## config.mk

```make
export PLATFORM = sky130hd
export DESIGN_NAME = jk_bank_arbiter_flat
export DESIGN_NICKNAME = d
export VERILOG_FILES = /design/src/rtl/jk_pkg.sv /design/src/rtl/jk_bank_arbiter_if.sv /design/src/rtl/jk_cell.sv /design/src/rtl/jk_bank_arbiter.sv /design/src/flat_wrapper.sv
export SDC_FILE = /design/constraint.sdc
export NUM_CORES = 1
export LEC_CHECK = 0
export BUFFER_PORTS_ARGS = -buffer_cell sky130_fd_sc_hd__buf_2
export CAP_MARGIN = 25
export CORE_MARGIN = 1
export CORE_UTILIZATION = 48
export CTS_CLUSTER_SIZE = 8
export DETAILED_ROUTE_END_ITERATION = 16
export HOLD_SLACK_MARGIN = 0.02
export PLACE_DENSITY = 0.89
export SETUP_SLACK_MARGIN = 0.5
export SYNTH_ARGS = -nofsm -noshare
export SYNTH_HDL_FRONTEND = slang
export SYNTH_SLANG_ARGS = --single-unit
export TNS_END_PERCENT = 100
```

## constraint.sdc

```tcl
create_clock -name clk -period 2.35 [get_ports clk]
set_clock_uncertainty 0.15 [all_clocks]
set_input_delay 0 -clock clk [delete_from_list [all_inputs] [get_ports clk]]
set_output_delay 0 -clock clk [all_outputs]
set_load 0.02 [all_outputs]
```

## src/rtl/jk_pkg.sv

```systemverilog
// Shared encodings for the JK bank arbiter: command ops (J,K bit order) and FSM states.
package jk_pkg;

    localparam logic [1:0] JK_HOLD   = 2'b00;
    localparam logic [1:0] JK_CLEAR  = 2'b01;
    localparam logic [1:0] JK_SET    = 2'b10;
    localparam logic [1:0] JK_TOGGLE = 2'b11;

    typedef enum logic {
        ST_IDLE,
        ST_APPLY
    } state_t;

endpackage

```

## src/rtl/jk_bank_arbiter_if.sv

```systemverilog
// Requester-side bundle of the JK bank arbiter: per-requester commands in, grant and bank state out.
interface jk_bank_arbiter_if #(
    parameter int NREQ  = 4,
    parameter int NBITS = 8
) ();
    localparam int IW = $clog2(NBITS);

    logic [NREQ-1:0]    req;
    logic [2*NREQ-1:0]  cmd_op;
    logic [IW*NREQ-1:0] cmd_idx;
    logic [NREQ-1:0]    gnt;
    logic [NBITS-1:0]   q;
    logic               busy;
    logic               err;

    modport master (
        output req, cmd_op, cmd_idx,
        input  gnt, q, busy, err
    );

    modport slave (
        input  req, cmd_op, cmd_idx,
        output gnt, q, busy, err
    );

endinterface

```

## src/rtl/jk_cell.sv

```systemverilog
// Single JK flip-flop with synchronous active-high reset; J=K=1 toggles.
module jk_cell
    import jk_pkg::*;
(
    input  logic clk,
    input  logic reset,
    input  logic j,
    input  logic k,
    output logic q
);

    always_ff @(posedge clk) begin
        if (reset) begin
            q <= 1'b0;
        end else begin
            case ({j, k})
                JK_HOLD:   q <= q;
                JK_CLEAR:  q <= 1'b0;
                JK_SET:    q <= 1'b1;
                JK_TOGGLE: q <= ~q;
                default:   q <= q;
            endcase
        end
    end

endmodule

```

## src/rtl/jk_bank_arbiter.sv

```systemverilog
// Round-robin arbiter serialising one JK command at a time from NREQ requesters onto a bank
// of NBITS JK cells; each granted command occupies one IDLE cycle and one APPLY cycle.
module jk_bank_arbiter
    import jk_pkg::*;
#(
    parameter int NREQ  = 4,
    parameter int NBITS = 8
) (
    input logic              clk,
    input logic              reset,
    jk_bank_arbiter_if.slave bus
);

    localparam int IW = $clog2(NBITS);
    localparam int PW = $clog2(NREQ);

    state_t          state_q, state_d;
    logic [PW-1:0]   rr_ptr_q, rr_ptr_d;
    logic [1:0]      op_q, op_d;
    logic [IW-1:0]   idx_q, idx_d;
    logic [NREQ-1:0] gnt_q, gnt_d;
    logic            busy_q, busy_d;
    logic            err_q, err_d;

    logic            win_valid;
    logic [PW-1:0]   win;
    logic [PW-1:0]   cand;
    logic [1:0]      win_op;
    logic [IW-1:0]   win_idx;

    logic [NBITS-1:0] j_vec, k_vec, q_vec;

    // Search starts at rr_ptr and wraps, so the previous winner has lowest priority.
    always_comb begin
        win_valid = 1'b0;
        win       = '0;
        cand      = '0;
        for (int k = 0; k < NREQ; k++) begin
            cand = PW'((int'(rr_ptr_q) + k) % NREQ);
            if (!win_valid && bus.req[cand]) begin
                win_valid = 1'b1;
                win       = cand;
            end
        end
        win_op  = bus.cmd_op[2*int'(win) +: 2];
        win_idx = bus.cmd_idx[IW*int'(win) +: IW];
    end

    always_ff @(posedge clk) begin
        if (reset) begin
            state_q <= ST_IDLE;
        end else begin
            state_q <= state_d;
        end
    end

    always_comb begin
        state_d = state_q;
        case (state_q)
            ST_IDLE:  if (win_valid) state_d = ST_APPLY;
            ST_APPLY: state_d = ST_IDLE;
            default:  state_d = ST_IDLE;
        endcase
    end

    always_comb begin
        rr_ptr_d = rr_ptr_q;
        op_d     = op_q;
        idx_d    = idx_q;
        gnt_d    = '0;
        busy_d   = 1'b0;
        err_d    = 1'b0;
        if (state_q == ST_IDLE && win_valid) begin
            rr_ptr_d   = (win == PW'(NREQ - 1)) ? '0 : win + 1'b1;
            op_d       = win_op;
            idx_d      = win_idx;
            gnt_d[win] = 1'b1;
            busy_d     = 1'b1;
            err_d      = int'(win_idx) >= NBITS;
        end
    end

    // Only the latched target sees J/K; an out-of-range index matches no cell.
    always_comb begin
        j_vec = '0;
        k_vec = '0;
        if (state_q == ST_APPLY) begin
            for (int b = 0; b < NBITS; b++) begin
                if (idx_q == IW'(b)) begin
                    j_vec[b] = op_q[1];
                    k_vec[b] = op_q[0];
                end
            end
        end
    end

    always_ff @(posedge clk) begin
        if (reset) begin
            rr_ptr_q <= '0;
            op_q     <= JK_HOLD;
            idx_q    <= '0;
            gnt_q    <= '0;
            busy_q   <= 1'b0;
            err_q    <= 1'b0;
        end else begin
            rr_ptr_q <= rr_ptr_d;
            op_q     <= op_d;
            idx_q    <= idx_d;
            gnt_q    <= gnt_d;
            busy_q   <= busy_d;
            err_q    <= err_d;
        end
    end

    for (genvar b = 0; b < NBITS; b++) begin : g_cell
        jk_cell u_cell (
            .clk   (clk),
            .reset (reset),
            .j     (j_vec[b]),
            .k     (k_vec[b]),
            .q     (q_vec[b])
        );
    end

    assign bus.gnt  = gnt_q;
    assign bus.busy = busy_q;
    assign bus.err  = err_q;
    assign bus.q    = q_vec;

endmodule

```

## src/flat_wrapper.sv

```systemverilog
// flat-port wrapper written by rule: the top's interface ports become plain ports
module jk_bank_arbiter_flat import jk_pkg::*;
#(
    parameter int NREQ  = 4,
    parameter int NBITS = 8
)
  (clk, reset, bus_req, bus_cmd_op, bus_cmd_idx, bus_gnt, bus_q, bus_busy, bus_err);
  jk_bank_arbiter_if #(.NREQ(NREQ), .NBITS(NBITS)) bus_i ();
  input logic clk;
  input logic reset;
  input wire logic [$bits(bus_i.req)-1:0] bus_req;
  input wire logic [$bits(bus_i.cmd_op)-1:0] bus_cmd_op;
  input wire logic [$bits(bus_i.cmd_idx)-1:0] bus_cmd_idx;
  output wire logic [$bits(bus_i.gnt)-1:0] bus_gnt;
  output wire logic [$bits(bus_i.q)-1:0] bus_q;
  output wire logic [$bits(bus_i.busy)-1:0] bus_busy;
  output wire logic [$bits(bus_i.err)-1:0] bus_err;
  assign bus_i.req = bus_req;
  assign bus_i.cmd_op = bus_cmd_op;
  assign bus_i.cmd_idx = bus_cmd_idx;
  assign bus_gnt = bus_i.gnt;
  assign bus_q = bus_i.q;
  assign bus_busy = bus_i.busy;
  assign bus_err = bus_i.err;
  jk_bank_arbiter #(.NREQ(NREQ), .NBITS(NBITS)) u_core (.clk(clk), .reset(reset), .bus(bus_i));
endmodule
```

==> impl_metrics.yaml, run 1 <==
power_and_ir_drop:
  p_int_uw: 577.3
  clockPowerShare_pct: 20.5
  power_density_nw_per_um2: 533.7
  comb_power_share_pct: 30.0
  ir_drop_mv: 0.3403
  seqPwrFrac_pct: 49.5
  p_switching_uw: 265.4
  power_uw: 842.7
  leakagePower_uw: 0.0006908
  swShare_pct: 31.49
cts:
  cts_buffers: 3
  clock_sinks: 21
  cts_max_level: 1
  cts-root-buf: "clkbuf_4"
  clock_latency_ps: 300
  clk_pin_slew_worst_paths_ps: 110
  cts_tree: "built"
  cts_buffer_depth: 2
worst_setup_path:
  crit_path_top_delay_cell: "dlygate4sd3_1"
  worstPathCellList: "dlygate4sd3_1, buf_2, a21oi_2, o21ai_2, o2bb2a_4, ha_1, mux2i_1, nor2_1"
  cp.required_ps: 2390
  max_stage_delay_ps: 560
  reg2reg_to: "u_core.rr_ptr_q[1]"
  r2r-start: "u_core.rr_ptr_q[0]"
  worstSetupStartpointType: "input port"
  critical_path_class: "input port to register"
  path_max_fanout: 13
  reg2reg_depth: 6
  rrSetupSlack_ps: 600
  crit_path_end_kind: "register"
  critPathArrivalTime_ps: 1830
timing:
  grt_setup_unrepaired: "false"
  min_period_over_period_pct: 76.04
  setup_violations: 0
  min_period_ps: 1787
  hold_ws_ps: 343.9
  hold_violations: 0
  fin_tns_setup_ps: 0
  max_freq_mhz: 559.6
  maxSlewViolCount: 0
detailed_routing:
  drc: 0
  drt-initial-drc-count: 36
  antenna_left: 0
  routedWlPerCell_um: 14.06
  wl_um: 2897
  vias: 1136
  vias_per_cell: 5.515
  drt-pass1-iter-count: 4
global_route:
  grt_overflow: 0
  track_usage_pct: 24.24
  grtUsageMet1_pct: 31.97
  top_usage_layer: "met2"
  grt_pass1_vias: 1009
  antenna_found_initial: 0
  met2_usage_pct: 38.00
  grt_use_met3_pct: 1.818
  grt_pass1_wl_um: 4595
  grt_max_degree: 18
synth:
  synth_top_cell_by_area: "dfxtp_1"
  synth-edff-count: 0
  yosysMostFrequentCell: "dfxtp_1"
  syn_nets: 149
  synth_cell_types: 28
  ys_seq_area_share_pct: 36.92
  postSynthCellCount: 119
  async_flop_share_pct: 0
  synth.avg_cell_area_um2: 9.568
  yosysTopAreaCellShare_pct: 36.92
  synth_warnings: 0
  synth_area_um2: 1139
  ys_ff_latch: 21
  synth_area_leaders: "dfxtp_1 37%, mux2i_1 11%, buf_4 5.9%"
  ys.flop_type: "dfxtp_1"
  synth_commonest_cells: "21 x dfxtp_1, 12 x mux2i_1, 10 x a21oi_1"
placed_design:
  hpwlAfterDp_um: 1768
  globalplace.congestion: 0.8093
  placedCellCount: 173
  io_buffer_count: 38
status:
  status: "finished clean"
flow_run:
  max-cap-violations: 0
final_layout:
  final_cells: 206
  post-route-util_pct: 70.70
  nFillCells: 163
  layout.nets: 209
  drive_gt1_share_pct: 29.78
  insertedDiodeCount: 0
  syn_to_final_growth_pct: 38.68
floorplan:
  die_w_um: 50.71
  start_util_pct: 50.98
  rows: 17
  die_area_um2: 2571
  coreArea_um2: 2233
  dieHeight_um: 50.71
  io_pins: 40
min_path:
  hold_start: "u_core.g_cell[1].u_cell.q"
  holdPathEnd: "u_core.g_cell[1].u_cell.q"
  hold_class: "register to register"
  hold_depth: 2
-- critical path: cells and delay by family --
kind,cells,cell delay (ps)
buffers and inverters,2,740
AO/OA/AOI/OAI,3,580
adder cells (fa/ha/maj),1,280
multiplexers,1,180
AND/OR/NAND/NOR,1,50
-- flip-flops by register name, summed over array words and instances (netlist names) --
signal,count
u_core.bus.busy,1
u_core.state_q,1
u_core.bus.gnt,4
u_core.g_cell.u_cell.q,8
u_core.op_q,2
u_core.idx_q,3
u_core.rr_ptr_q,2
-- timing repair --
item / in CTS / in global routing
setup endpoints to repair: 0 / 9
resized for setup: 0 / 3
hold endpoints to repair: 17 / 0
hold buffers: 25 / 0
buffers inserted: 0 / 4
-- stage by stage --
stage,instance area [µm²],setup slack (ps)
floorplan,1139,621.2
global placement,1261,691.6
detailed placement,1261,596.4
CTS,1538,512.7
global route,1579,507.4
finish,1579,563.2
-- layout make-up --
cell class	count	area [µm²]	share of cell area, %
multi-input combinational	80	603.1	38.19
tap	28	35.03	2.219
clock buffer	4	26.28	1.664
timing repair buffer	67	470.5	29.79
inverter	6	22.52	1.426
sequential	21	421.7	26.70
-- how the worst max path moves through the flow --
stage / startpoint / end / depth (start not counted)
2_1_floorplan: u_core.rr_ptr_q[1] / u_core.rr_ptr_q[1] / 8
3_3_place_gp: u_core.rr_ptr_q[1] / u_core.rr_ptr_q[1] / 6
3_5_place_dp: u_core.rr_ptr_q[1] / u_core.rr_ptr_q[1] / 6
4_1_cts: bus_req[2] / u_core.op_q[1] / 6
5_1_grt: u_core.rr_ptr_q[1] / u_core.rr_ptr_q[1] / 6
6_report: bus_req[0] / u_core.rr_ptr_q[1] / 8
-- power groups by stage --
stage,clock network [µW],logic [µW],registers (µW)
2_1_floorplan,0,150,425
3_3_place_gp,0,189,420
3_5_place_dp,0,197,422
4_1_cts,175,230,413
5_1_grt,194,277,419
6_report,173,253,417
-- cells by family after synthesis --
family	count (synthesis)	share of synthesized area [%]
and+or+nand+nor	32	16.37
AOI/OAI and AO/OA	31	20.44
DFF	21	36.92
buffers and inverters	18	10.99
muxes	12	10.55
adders and majority gates	4	4.396
other	1	0.3294
-- layout by cell type (no fill, tap or decap), types with 3 or more instances in the layout --
cell type and n:
a21oi_1 10, and2_1 4, buf_2 38, buf_4 4
clkbuf_4 3, dfxtp_1 20, dlygate4sd3_1 25, ha_1 4
inv_1 6, mux2i_1 12, nand2_1 6, nand3b_1 5
nor2_1 3, o21ai_0 7, o221ai_1 5, or3_1 6
-- per-layer routing --
| layer | wire [µm] | vias to the layer above |
|---|---|---|
| met3 | 138 | 11 |
| met1 | 1244 | 543 |
| met2 | 1420 | 43 |
| met5 | 0 | - |
| met4 | 93 | 0 |
| li1 | - | 539 |
Power figures use the tool's default switching activity.
==> inputs of run 2 (changes only) <==
--- a/config.mk
+++ b/config.mk
@@ -5,14 +5,16 @@
 export SDC_FILE = /design/constraint.sdc
 export NUM_CORES = 1
 export LEC_CHECK = 0
+export ABC_AREA = 1
 export BUFFER_PORTS_ARGS = -buffer_cell sky130_fd_sc_hd__buf_2
 export CAP_MARGIN = 25
+export CORE_ASPECT_RATIO = 0.5
 export CORE_MARGIN = 1
-export CORE_UTILIZATION = 48
+export CORE_UTILIZATION = 47
 export CTS_CLUSTER_SIZE = 8
 export DETAILED_ROUTE_END_ITERATION = 16
 export HOLD_SLACK_MARGIN = 0.02
-export PLACE_DENSITY = 0.89
+export PLACE_DENSITY = 0.87
 export SETUP_SLACK_MARGIN = 0.5
 export SYNTH_ARGS = -nofsm -noshare
 export SYNTH_HDL_FRONTEND = slang
==> constraint.sdc (replaced) <==
create_clock -name clk -period 1.5 [get_ports clk]
set_clock_uncertainty 0.15 [all_clocks]
set_input_delay 0 -clock clk [delete_from_list [all_inputs] [get_ports clk]]
set_output_delay 0 -clock clk [all_outputs]
set_load 0.02 [all_outputs]
==> impl_metrics.yaml, run 2 <==
worst_setup_path:
  cp.required_ps: 1530
  critical_path_class: "register to register"
  critPathArrivalTime_ps: 2130
  crit_path_end_kind: "register"
  worstSetupStartpointType: "register"
  rrSetupSlack_ps: -600
  reg2reg_to: "u_core.op_q[0]"
  path_max_fanout: 8
  r2r-start: "u_core.rr_ptr_q[0]"
  reg2reg_depth: 15
global_route:
  grt_pass1_vias: 1710
  track_usage_pct: 28.29
  antenna_found_initial: 0
  grt_pass1_wl_um: 7362
  grt_max_degree: 13
  grt_overflow: 0
synth:
  ys_ff_latch: 21
  synth.avg_cell_area_um2: 6.553
  synth_commonest_cells: "52 x nand2_1, 48 x inv_1, 23 x nand3_1"
  synth_area_leaders: "dfxtp_1 28%, nand2_1 13%, inv_1 12%"
  yosysMostFrequentCell: "nand2_1"
  synth_warnings: 0
  synth_top_cell_by_area: "dfxtp_1"
  ys.flop_type: "dfxtp_1"
  ys_seq_area_share_pct: 27.65
  syn_nets: 262
  synth_cell_types: 24
  synth_area_um2: 1520
  async_flop_share_pct: 0
  synth-edff-count: 0
  yosysTopAreaCellShare_pct: 27.65
  postSynthCellCount: 232
cts:
  cts_max_level: 1
  cts-root-buf: "clkbuf_8"
  cts_buffers: 3
  clock_latency_ps: 270
  clock_sinks: 21
  cts_tree: "built"
  clk_pin_slew_worst_paths_ps: 90
  cts_buffer_depth: 2
detailed_routing:
  drt-pass1-iter-count: 4
  vias: 1971
  antenna_left: 0
  wl_um: 5916
  vias_per_cell: 5.901
  drc: 0
  drt-initial-drc-count: 112
  routedWlPerCell_um: 17.71
min_path:
  holdPathEnd: "u_core.rr_ptr_q[0]"
  hold_depth: 4
  hold_start: "reset"
  hold_class: "input port to register"
floorplan:
  dieHeight_um: 42.22
  start_util_pct: 49.88
  rows: 14
  die_w_um: 82.43
  die_area_um2: 3480
  coreArea_um2: 3048
  io_pins: 40
final_layout:
  largest_register: "u_core.g_cell.u_cell.q"
  nFillCells: 172
  layout.nets: 325
  layout_common_cells: "39 x inv_1, 36 x buf_2, 32 x nand2_1, 20 x buf_4, 17 x nand2_2"
  syn_to_final_growth_pct: 59.09
  final_cells: 334
  final_common_cell: "inv_1"
  insertedDiodeCount: 0
  largest_reg_flops: 8
  drive_gt1_share_pct: 53.40
timing:
  min_period_ps: 2103
  setup_slack_ps: -603.5
  fin_tns_setup_ps: -6275
  hold_ws_ps: 11.95
  setup_violations: 13
  max_freq_mhz: 475.4
  grt_setup_unrepaired: "true"
  maxSlewViolCount: 0
  min_period_over_period_pct: 140.2
  hold_violations: 0
power_and_ir_drop:
  ir_drop_mv: 1.127
  leakagePower_uw: 0.001258
  power_density_nw_per_um2: 2268
placed_design:
  placedCellCount: 311
  io_buffer_count: 38
  hpwlAfterDp_um: 2799
  globalplace.congestion: 0.8984
status:
  status: "finished, violations left"
  violations: "negative setup slack"
flow_run:
  max-cap-violations: 0
[run 2: cell types whose count changed in the layout (fill, tap and decap cells not counted), moves of 10 or more]
cell           before  now
inv_1               6   39
mux2i_1            12    0
nand2_1             6   32
nand4_1             0   11
nand3_2             0   10
buf_4               4   20
dlygate4sd3_1      25    5
nand2_4             0   12
nand2_2             0   17
[run 2: cell type report]
class / count / area, µm² / area share (%)
Clock inverter: 1 / 5.005 / 0.2069
Timing Repair Buffer: 72 / 516.7 / 21.37
Multi-Input combinational cell: 144 / 1111 / 45.94
Sequential cell: 21 / 444.2 / 18.37
Clock buffer: 3 / 41.29 / 1.707
Timing Repair inverter: 1 / 7.507 / 0.3104
Tap cell: 40 / 50.05 / 2.069
Inverter: 52 / 242.7 / 10.04
[run 2: logic make-up after synthesis]
| logic type | synth area share, % |
|---|---|
| simple gates | 37.37 |
| buf+inv | 22.22 |
| compound gates | 9.218 |
| flops | 27.65 |
| fa+ha+maj | 3.292 |
| other cells | 0.2467 |
[run 2: metal layers]
| layer | routed length [µm] | share of wire [%] | global-route usage (%) | vias up |
|---|---|---|---|---|
| li1 | - | - | - | 858 |
| met1 | 2109 | 36 | 29.62 | 891 |
| met2 | 2823 | 48 | 52.40 | 161 |
| met3 | 521 | 8.8 | 5.000 | 61 |
| met4 | 462 | 7.8 | 17.19 | 0 |
| met5 | 0 | 0 | 0 | - |
[run 2: what timing repair did]
action,CTS,global route
setup buffers,12,1
hold endpoints to repair,9,6
endpoints found under the setup margin,21,22
resized for setup,44,45
gates cloned,1,0
hold buffers,3,2
pin swaps,22,10
[run 2: through the flow]
step / area, µm² / utilization [%] / setup WS, ps / power, µW
final: 2419 / 79.35 / -603.5 / 5486
after detailed placement: 1869 / 61.33 / -405.2 / 3596
after global placement: 1869 / 61.33 / -312.6 / 3448
after global routing: 2419 / 79.35 / -670.3 / 5776
after CTS: 2205 / 72.33 / -368.6 / 4572
after floorplan: 1638 / - / -300.3 / 2844
[run 2: power breakdown]
group | switching [µW] | internal [µW] | total [µW]
clock | 209 | 186 | 395
sequential | 253 | 741 | 994
combinational | 2460 | 1640 | 4100
[run 2: worst max-delay path by stage]
stage / endpoint / slack [ps] / startpoint / cells past startpoint
6_report: u_core.op_q[0] / -600 / u_core.rr_ptr_q[0] / 15
5_1_grt: u_core.rr_ptr_q[1] / -670 / u_core.rr_ptr_q[0] / 13
4_1_cts: u_core.rr_ptr_q[1] / -370 / u_core.rr_ptr_q[0] / 11
3_5_place_dp: u_core.rr_ptr_q[1] / -410 / u_core.rr_ptr_q[0] / 12
3_3_place_gp: u_core.idx_q[2] / -310 / u_core.rr_ptr_q[0] / 13
2_1_floorplan: u_core.rr_ptr_q[1] / -300 / u_core.rr_ptr_q[0] / 12
[run 2: worst max-delay path, cell delays in order, from the launching register on]
cell,delay [ps]
dfxtp_4,390
buf_12,140
nand2_1,80
nand2_1,100
nand2_1,70
nand2_1,100
nand2_2,80
nand2_1,80
nand2_2,90
nand3_4,130
buf_6,150
nand2_1,70
nand3_1,120
nand3_2,110
nand2_1,90
inv_1,40
